## config.mk

```make
export PLATFORM = sky130hd
export DESIGN_NAME = ppu_scanline_unit
export DESIGN_NICKNAME = d
export VERILOG_FILES = /design/src/rtl/ppu_scanline_unit.sv
export SDC_FILE = /design/constraint.sdc
export NUM_CORES = 1
export LEC_CHECK = 0
export ABC_AREA = 0
export CAP_MARGIN = 20
export CORE_ASPECT_RATIO = 1.4
export CORE_MARGIN = 1
export CORE_UTILIZATION = 51
export CTS_CLUSTER_DIAMETER = 200
export DETAILED_ROUTE_END_ITERATION = 10
export GPL_TIMING_DRIVEN = 0
export PLACE_DENSITY = 0.74
export SLEW_MARGIN = 15
export SYNTH_ARGS = -nofsm -noshare
export SYNTH_HDL_FRONTEND = slang
export SYNTH_SLANG_ARGS = --single-unit
```

## constraint.sdc

```tcl
create_clock -name clk -period 1.78 [get_ports clk]
set_input_delay 0.356 -clock clk [delete_from_list [all_inputs] [get_ports clk]]
set_output_delay 0.356 -clock clk [all_outputs]
set_load 0.1 [all_outputs]
```

## src/rtl/ppu_scanline_unit.sv

```systemverilog
// ppu_scanline_unit
//   Clocked PPU fetch tracker shared by mapper cores. Samples the PPU read
//   strobe and address, counts scanlines and tiles, drives a CHR bank from a
//   programmable zone table and (optionally) raises a scanline-compare IRQ.
//
// Optional feature macro: PPU_SCANLINE_IRQ_EN
//   defined   : irq_line / irq_en registers and the IRQ comparator are built.
//   undefined : irq is tied low, config indices 14/15 are ignored, irq_ack unused.
//
// Ports
//   clk, reset_n    : system clock, asynchronous active-low reset
//   ppu_rd          : PPU /RD, asynchronous to clk
//   ppu_addr[13:0]  : PPU address, stable before ppu_rd falls
//   vblank          : one-clock frame-restart pulse
//   cfg_we/addr/data: register writes (2k start, 2k+1 bank, 14 irq_line, 15 irq_en)
//   irq_ack         : clears irq
//   chr_bank        : current CHR bank
//   scanline        : current scanline count
//   in_frame        : high while rendering fetches are being seen
//   irq             : level IRQ, active high
module ppu_scanline_unit #(
  parameter int ZONES       = 4,
  parameter int BANK_W      = 2,
  parameter int NT_RUN      = 3,
  parameter int SWITCH_TILE = 40,
  parameter int IDLE_CYC    = 2048
) (
  input  logic              clk,
  input  logic              reset_n,
  input  logic              ppu_rd,
  input  logic [13:0]       ppu_addr,
  input  logic              vblank,
  input  logic              cfg_we,
  input  logic [3:0]        cfg_addr,
  input  logic [7:0]        cfg_data,
  input  logic              irq_ack,
  output logic [BANK_W-1:0] chr_bank,
  output logic [7:0]        scanline,
  output logic              in_frame,
  output logic              irq
);

  typedef enum logic [0:0] {S_IDLE, S_RENDER} state_t;

  state_t            r_state;
  logic              r_rd_s1, r_rd_s2, r_rd_s3;
  logic              r_fv;          // fetch event delayed one clock, aligned with r_fa
  logic [1:0]        r_fa;          // only fa[13:12] are ever inspected
  logic [2:0]        r_run;
  logic [5:0]        r_tile;
  logic              r_a13_prev;
  logic [15:0]       r_idle;
  logic [7:0]        r_scanline;
  logic [BANK_W-1:0] r_chr_bank;
  logic              r_in_frame;
  logic [7:0]        r_start [ZONES];
  logic [BANK_W-1:0] r_bank  [ZONES];

  logic              w_fetch, w_process, w_restart, w_timeout;
  logic              w_nt, w_line_inc, w_tile_inc, w_switch;
  logic              w_zone_hit;
  logic [BANK_W-1:0] w_zone_bank;

  // Two-flop synchronizer plus one history flop for falling-edge detection.
  // Idle level of /RD is high, so all three reset to 1 to avoid a false edge.
  always_ff @(posedge clk or negedge reset_n) begin
    if (!reset_n) begin
      r_rd_s1 <= 1'b1;
      r_rd_s2 <= 1'b1;
      r_rd_s3 <= 1'b1;
      r_fv    <= 1'b0;
      r_fa    <= 2'b00;
    end else begin
      // NOTE: sequential state always uses non-blocking assignment so every
      // flop samples the pre-edge value of its neighbours.
      r_rd_s1 <= ppu_rd;
      r_rd_s2 <= r_rd_s1;
      r_rd_s3 <= r_rd_s2;
      r_fv    <= w_fetch;
      if (w_fetch) r_fa <= ppu_addr[13:12];
    end
  end

  assign w_fetch    = r_rd_s3 & ~r_rd_s2;
  assign w_process  = r_fv & ~vblank;               // vblank discards a coincident fetch
  assign w_timeout  = (r_idle == 16'(IDLE_CYC - 1));
  assign w_restart  = (r_state == S_RENDER) && (vblank || (!r_fv && w_timeout));
  assign w_nt       = (r_fa == 2'b10);
  assign w_line_inc = w_nt && (r_run == 3'(NT_RUN - 1));
  assign w_tile_inc = r_a13_prev & ~r_fa[1];
  assign w_switch   = ~r_a13_prev & r_fa[1] & (r_tile == 6'(SWITCH_TILE));

  // Zone lookup on the pre-update scanline; scanning downwards lets the
  // lowest matching zone overwrite higher ones.
  always_comb begin
    // NOTE: every always_comb output gets a default first so no path can
    // leave it unassigned and infer a latch.
    w_zone_hit  = 1'b0;
    w_zone_bank = '0;
    for (int k = ZONES - 1; k >= 0; k--) begin
      if (r_start[k] == r_scanline) begin
        w_zone_hit  = 1'b1;
        w_zone_bank = r_bank[k];
      end
    end
  end

  // Zone table. New values are visible to the lookup from the next clock.
  always_ff @(posedge clk or negedge reset_n) begin
    if (!reset_n) begin
      // NOTE: the zone table is a handful of flops with defined power-up
      // contents, so it is reset like any other register (not a RAM).
      for (int k = 0; k < ZONES; k++) begin
        r_start[k] <= 8'(k * (256 / ZONES));
        r_bank[k]  <= BANK_W'(k);
      end
    end else if (cfg_we) begin
      // Indices at or above 2*ZONES (including 14/15) never match a zone.
      for (int k = 0; k < ZONES; k++) begin
        if (cfg_addr[3:1] == 3'(k)) begin
          if (cfg_addr[0]) r_bank[k]  <= cfg_data[BANK_W-1:0];
          else             r_start[k] <= cfg_data;
        end
      end
    end
  end

  // Frame FSM with counters and registered outputs.
  always_ff @(posedge clk or negedge reset_n) begin
    if (!reset_n) begin
      r_state    <= S_IDLE;
      r_run      <= '0;
      r_tile     <= '0;
      r_a13_prev <= 1'b0;
      r_idle     <= '0;
      r_scanline <= '0;
      r_chr_bank <= '0;
      r_in_frame <= 1'b0;
    end else if (w_restart) begin
      r_state    <= S_IDLE;
      r_run      <= '0;
      r_tile     <= '0;
      r_a13_prev <= 1'b0;
      r_idle     <= '0;
      r_scanline <= '0;
      r_chr_bank <= r_bank[0];
      r_in_frame <= 1'b0;
    end else if (w_process) begin
      // Same processing in IDLE (counters already 0) and RENDER.
      r_state    <= S_RENDER;
      r_in_frame <= 1'b1;
      r_idle     <= '0;
      if (!w_nt)                         r_run <= '0;
      else if (r_run != 3'(NT_RUN))      r_run <= r_run + 3'd1;
      if (w_line_inc) begin
        r_scanline <= r_scanline + 8'd1;
        r_tile     <= '0;
      end else if (w_tile_inc && r_tile != 6'd63) begin
        r_tile     <= r_tile + 6'd1;
      end
      if (w_switch && w_zone_hit) r_chr_bank <= w_zone_bank;
      r_a13_prev <= r_fa[1];
    end else if (r_state == S_RENDER) begin
      r_idle <= r_idle + 16'd1;
    end
  end

  assign chr_bank = r_chr_bank;
  assign scanline = r_scanline;
  assign in_frame = r_in_frame;

`ifdef PPU_SCANLINE_IRQ_EN
  logic [7:0] r_irq_line;
  logic       r_irq_en;
  logic       r_irq;
  logic       w_irq_set, w_irq_clr;

  assign w_irq_set = w_process && w_line_inc && r_irq_en &&
                     (8'(r_scanline + 8'd1) == r_irq_line);
  assign w_irq_clr = irq_ack || (cfg_we && cfg_addr == 4'd15 && !cfg_data[0]);

  always_ff @(posedge clk or negedge reset_n) begin
    if (!reset_n) begin
      r_irq_line <= '0;
      r_irq_en   <= 1'b0;
      r_irq      <= 1'b0;
    end else begin
      if (cfg_we && cfg_addr == 4'd14) r_irq_line <= cfg_data;
      if (cfg_we && cfg_addr == 4'd15) r_irq_en   <= cfg_data[0];
      if (w_irq_set)      r_irq <= 1'b1;   // set beats a coincident clear
      else if (w_irq_clr) r_irq <= 1'b0;
    end
  end

  assign irq = r_irq;
  logic w_unused;
  assign w_unused = ^ppu_addr[11:0];
`else
  assign irq = 1'b0;
  logic w_unused;
  assign w_unused = ^{ppu_addr[11:0], irq_ack};
`endif

endmodule

```

==> flow_summary.ini <==
[run_status]
outcome = finished, violations left
violations = negative hold slack, negative setup slack

[cts]
hold_buffers = 0
clk_pin_slew_ps = 60
cts.sinks = 83
htreeDepth = 3
cts_tree = done
clockRootBuffer = clkbuf_16
cts_buffer_depth = 2
clk_latency_ps = 340
cts_buffers = 9

[die]
die_w_um = 79.8
die_area_sq_um = 8860
pin_count = 44
coreArea_sq_um = 8200
start_util_pct = 52.8
die_y_um = 111
num_rows = 39

[critical_path]
slowest_delay_ps = 480
path_buf_inv = 1
path_cells = buf_8 > xor2_2 > nor4_4 > and2_1 > o311a_1 > o31ai_2 > mux2_1
cp.required_ps = 2000
cp_slowest_cell = dfrtp_4
critPathLaunchType = register
crit_fanout = 6
path_class = register to register
worst_setup_path_end_kind = register
worst_ep_arrival_time_ps = 2240
path_delay_family = simple AND/OR/NAND/NOR gates

[logic_synthesis]
synth_nets = 432
yosys_warnings = 0
synth.top_cell.area_share_pct = 41.7
ys.flop_type = dfrtp_1
avgSynthCellArea_sq_um = 11.0
synthesis.area_sq_um = 4330
synth.distinct_cells = 51
async_flop_share_pct = 100
yosysTopAreaCell = dfrtp_1
seq_area_frac_synth_pct = 48.3
synth-edff-count = 0
ys_ff_latch = 83
synthCells = 393
netlist_top_cells_area = dfrtp_1 42%, mux2_2 10%, xor2_1 7.3%

[sta]
fin_crit_ps = 2020
tightest_slew_ps = 950
fmax_mhz = 495
holdWs_ps = -6.82
fin_tns_setup_ps = -1550
worst_slack_ps = -240
slew_violations = 0
rsz0062_at_grt = true
setup_violations = 23
fin_skew_ps = 8.82
maxSlewHeadroom_pct = 36.9
timing.final.crit_share_pct = 113
finalHoldViolations = 3

[route]
firstDrtPassIters = 4
ant_nets = 0
wirelength_um = 9570
vias_per_cell = 5.56
drt_iter0_drc = 150
wire_per_inst_um = 17.0
num_vias = 3137
drc_errors = 0

[place]
place_inst = 524
port_buffers = 28
place_area_sq_um = 4880
gp_congestion = 0.798
dp_hpwl_um = 6230
pre_cts_ws_ps = -484

[power]
ir_drop_v = 0.000792
p_per_area_nw_per_um2 = 1070
p_leak_nw = 2.47
total_power_mw = 6.02

[global_routing]
antenna_found_initial = 0
track_usage_pct = 23.0
grt_max_degree = 44
grt_pass1_wl_um = 15600
grt_pass1_vias = 3176
globalRouteMet1Util_pct = 27.7
busiest_layer = met2
gr-total-overflow = 0
met2_usage_pct = 39.8
use_met3_pct = 4.44

[finish]
regArea_sq_um = 2120
drive_above_1_share_pct = 40.7
final_net_count = 496
multiInputGateArea_sq_um = 2360
syn_to_final_growth_pct = 30.3
fillers = 588
final_cells = 564
design_area_sq_um = 5640
antenna_cells = 0
utilization_pct = 68.8

[job]
max-cap-violations = 0

[hold_path]
hold_path_class = input pin to asynchronous set/reset pin
-- final timing paths --
path | from | to | slack [ps] | cells past startpoint
max | scanline[4]$_DFFE_PN0P_ | chr_bank[1]$_DFFE_PN0P_ | -240 | 7
min | reset_n | r_idle[10]$_DFFE_PN0P_ | -7 | 1
max reg2reg | scanline[4]$_DFFE_PN0P_ | chr_bank[1]$_DFFE_PN0P_ | -240 | 7
min reg2reg | r_rd_s1$_DFF_PN1_ | r_rd_s2$_DFF_PN1_ | 360 | 0
max in group asynchronous | reset_n | r_start[6]$_DFFE_PN1P_ | 1120 | 2
min in group clk | r_rd_s1$_DFF_PN1_ | r_rd_s2$_DFF_PN1_ | 360 | 0
-- state kept, by name, indices dropped and copies added (netlist names) --
| register | count |
|---|---|
| r_a13_prev | 1 |
| r_rd_s3 | 1 |
| r_bank | 8 |
| chr_bank | 2 |
| r_idle | 16 |
| r_start | 32 |
| r_fv | 1 |
| r_fa | 2 |
| scanline | 8 |
| r_rd_s1 | 1 |
| r_tile | 6 |
| r_state | 1 |
| r_run | 3 |
| r_rd_s2 | 1 |
-- layer usage --
| layer | wire length (um) | part of all wire, % |
|---|---|---|
| met1 | 3940 | 41 |
| met2 | 5140 | 54 |
| met3 | 245 | 2.6 |
| met4 | 239 | 2.5 |
| met5 | 0 | 0 |
-- synth_stat cells, drive strengths merged, types with 3 or more instances --
library cell	n
dfrtp	72
mux2	42
xor2	39
nand2	34
o21ai	32
nor2	28
buf	17
and3	13
dfstp	11
a21oi	10
inv	9
nor4	8
and2	7
ha	7
nand3	6
nor3	5
nand3b	4
nand4	4
o2111ai	4
o31ai	4
xnor2	4
a31oi	3
nor2b	3
nor3b	3
-- timing repair --
| item | CTS | global route |
|---|---|---|
| gates resized for setup | 59 | 39 |
| pin swaps | 16 | 21 |
| endpoints found under the hold margin | 0 | 0 |
| endpoints found under the setup margin | 62 | 38 |
| setup buffers | 17 | 11 |
| cloned | 1 | 0 |
-- cells by family (layout without fill, tap and decap cells) --
kind of cell	count (synthesis)	after routing	share of synthesized area (%)
mux	44	44	11.4
fa+ha+maj	7	7	2.02
buf+inv	28	96	4.11
simple gates	128	128	16.4
compound gates	59	60	8.42
xor+xnor	43	43	9.23
other cells	1	1	0.0867
flops	83	83	48.3
-- power by group --
group          internal [mW]  switching (mW)  leakage [nW]
logic                  0.707           0.858          1.28
clock network           1.26           0.736         0.156
registers               2.22           0.237          1.03
total                   4.19            1.83          2.47
-- layout make-up --
type                            count  area share [%]
Buffer                             15            2.64
Timing Repair Buffer               56            9.30
Sequential cell                    83            37.7
Multi-Input combinational cell    283            41.8
Inverter                            9           0.599
Clock inverter                      5            1.38
Clock buffer                       11            4.31
Tap cell                          102            2.26
-- cell usage in the layout (no fill, tap or decap), types with 7 or more instances in the layout --
cell type	n
a21oi_1	8
and3_1	9
buf_4	25
buf_6	15
clkbuf_16	9
clkdlybuf4s15_2	7
clkdlybuf4s50_1	16
dfrtp_1	61
dfrtp_4	8
dfstp_2	11
inv_1	9
mux2_2	40
nand2_1	32
nor2_1	24
o21ai_1	22
xor2_1	32
xor2_2	7
No activity file was read; power rests on OpenSTA's default activity.
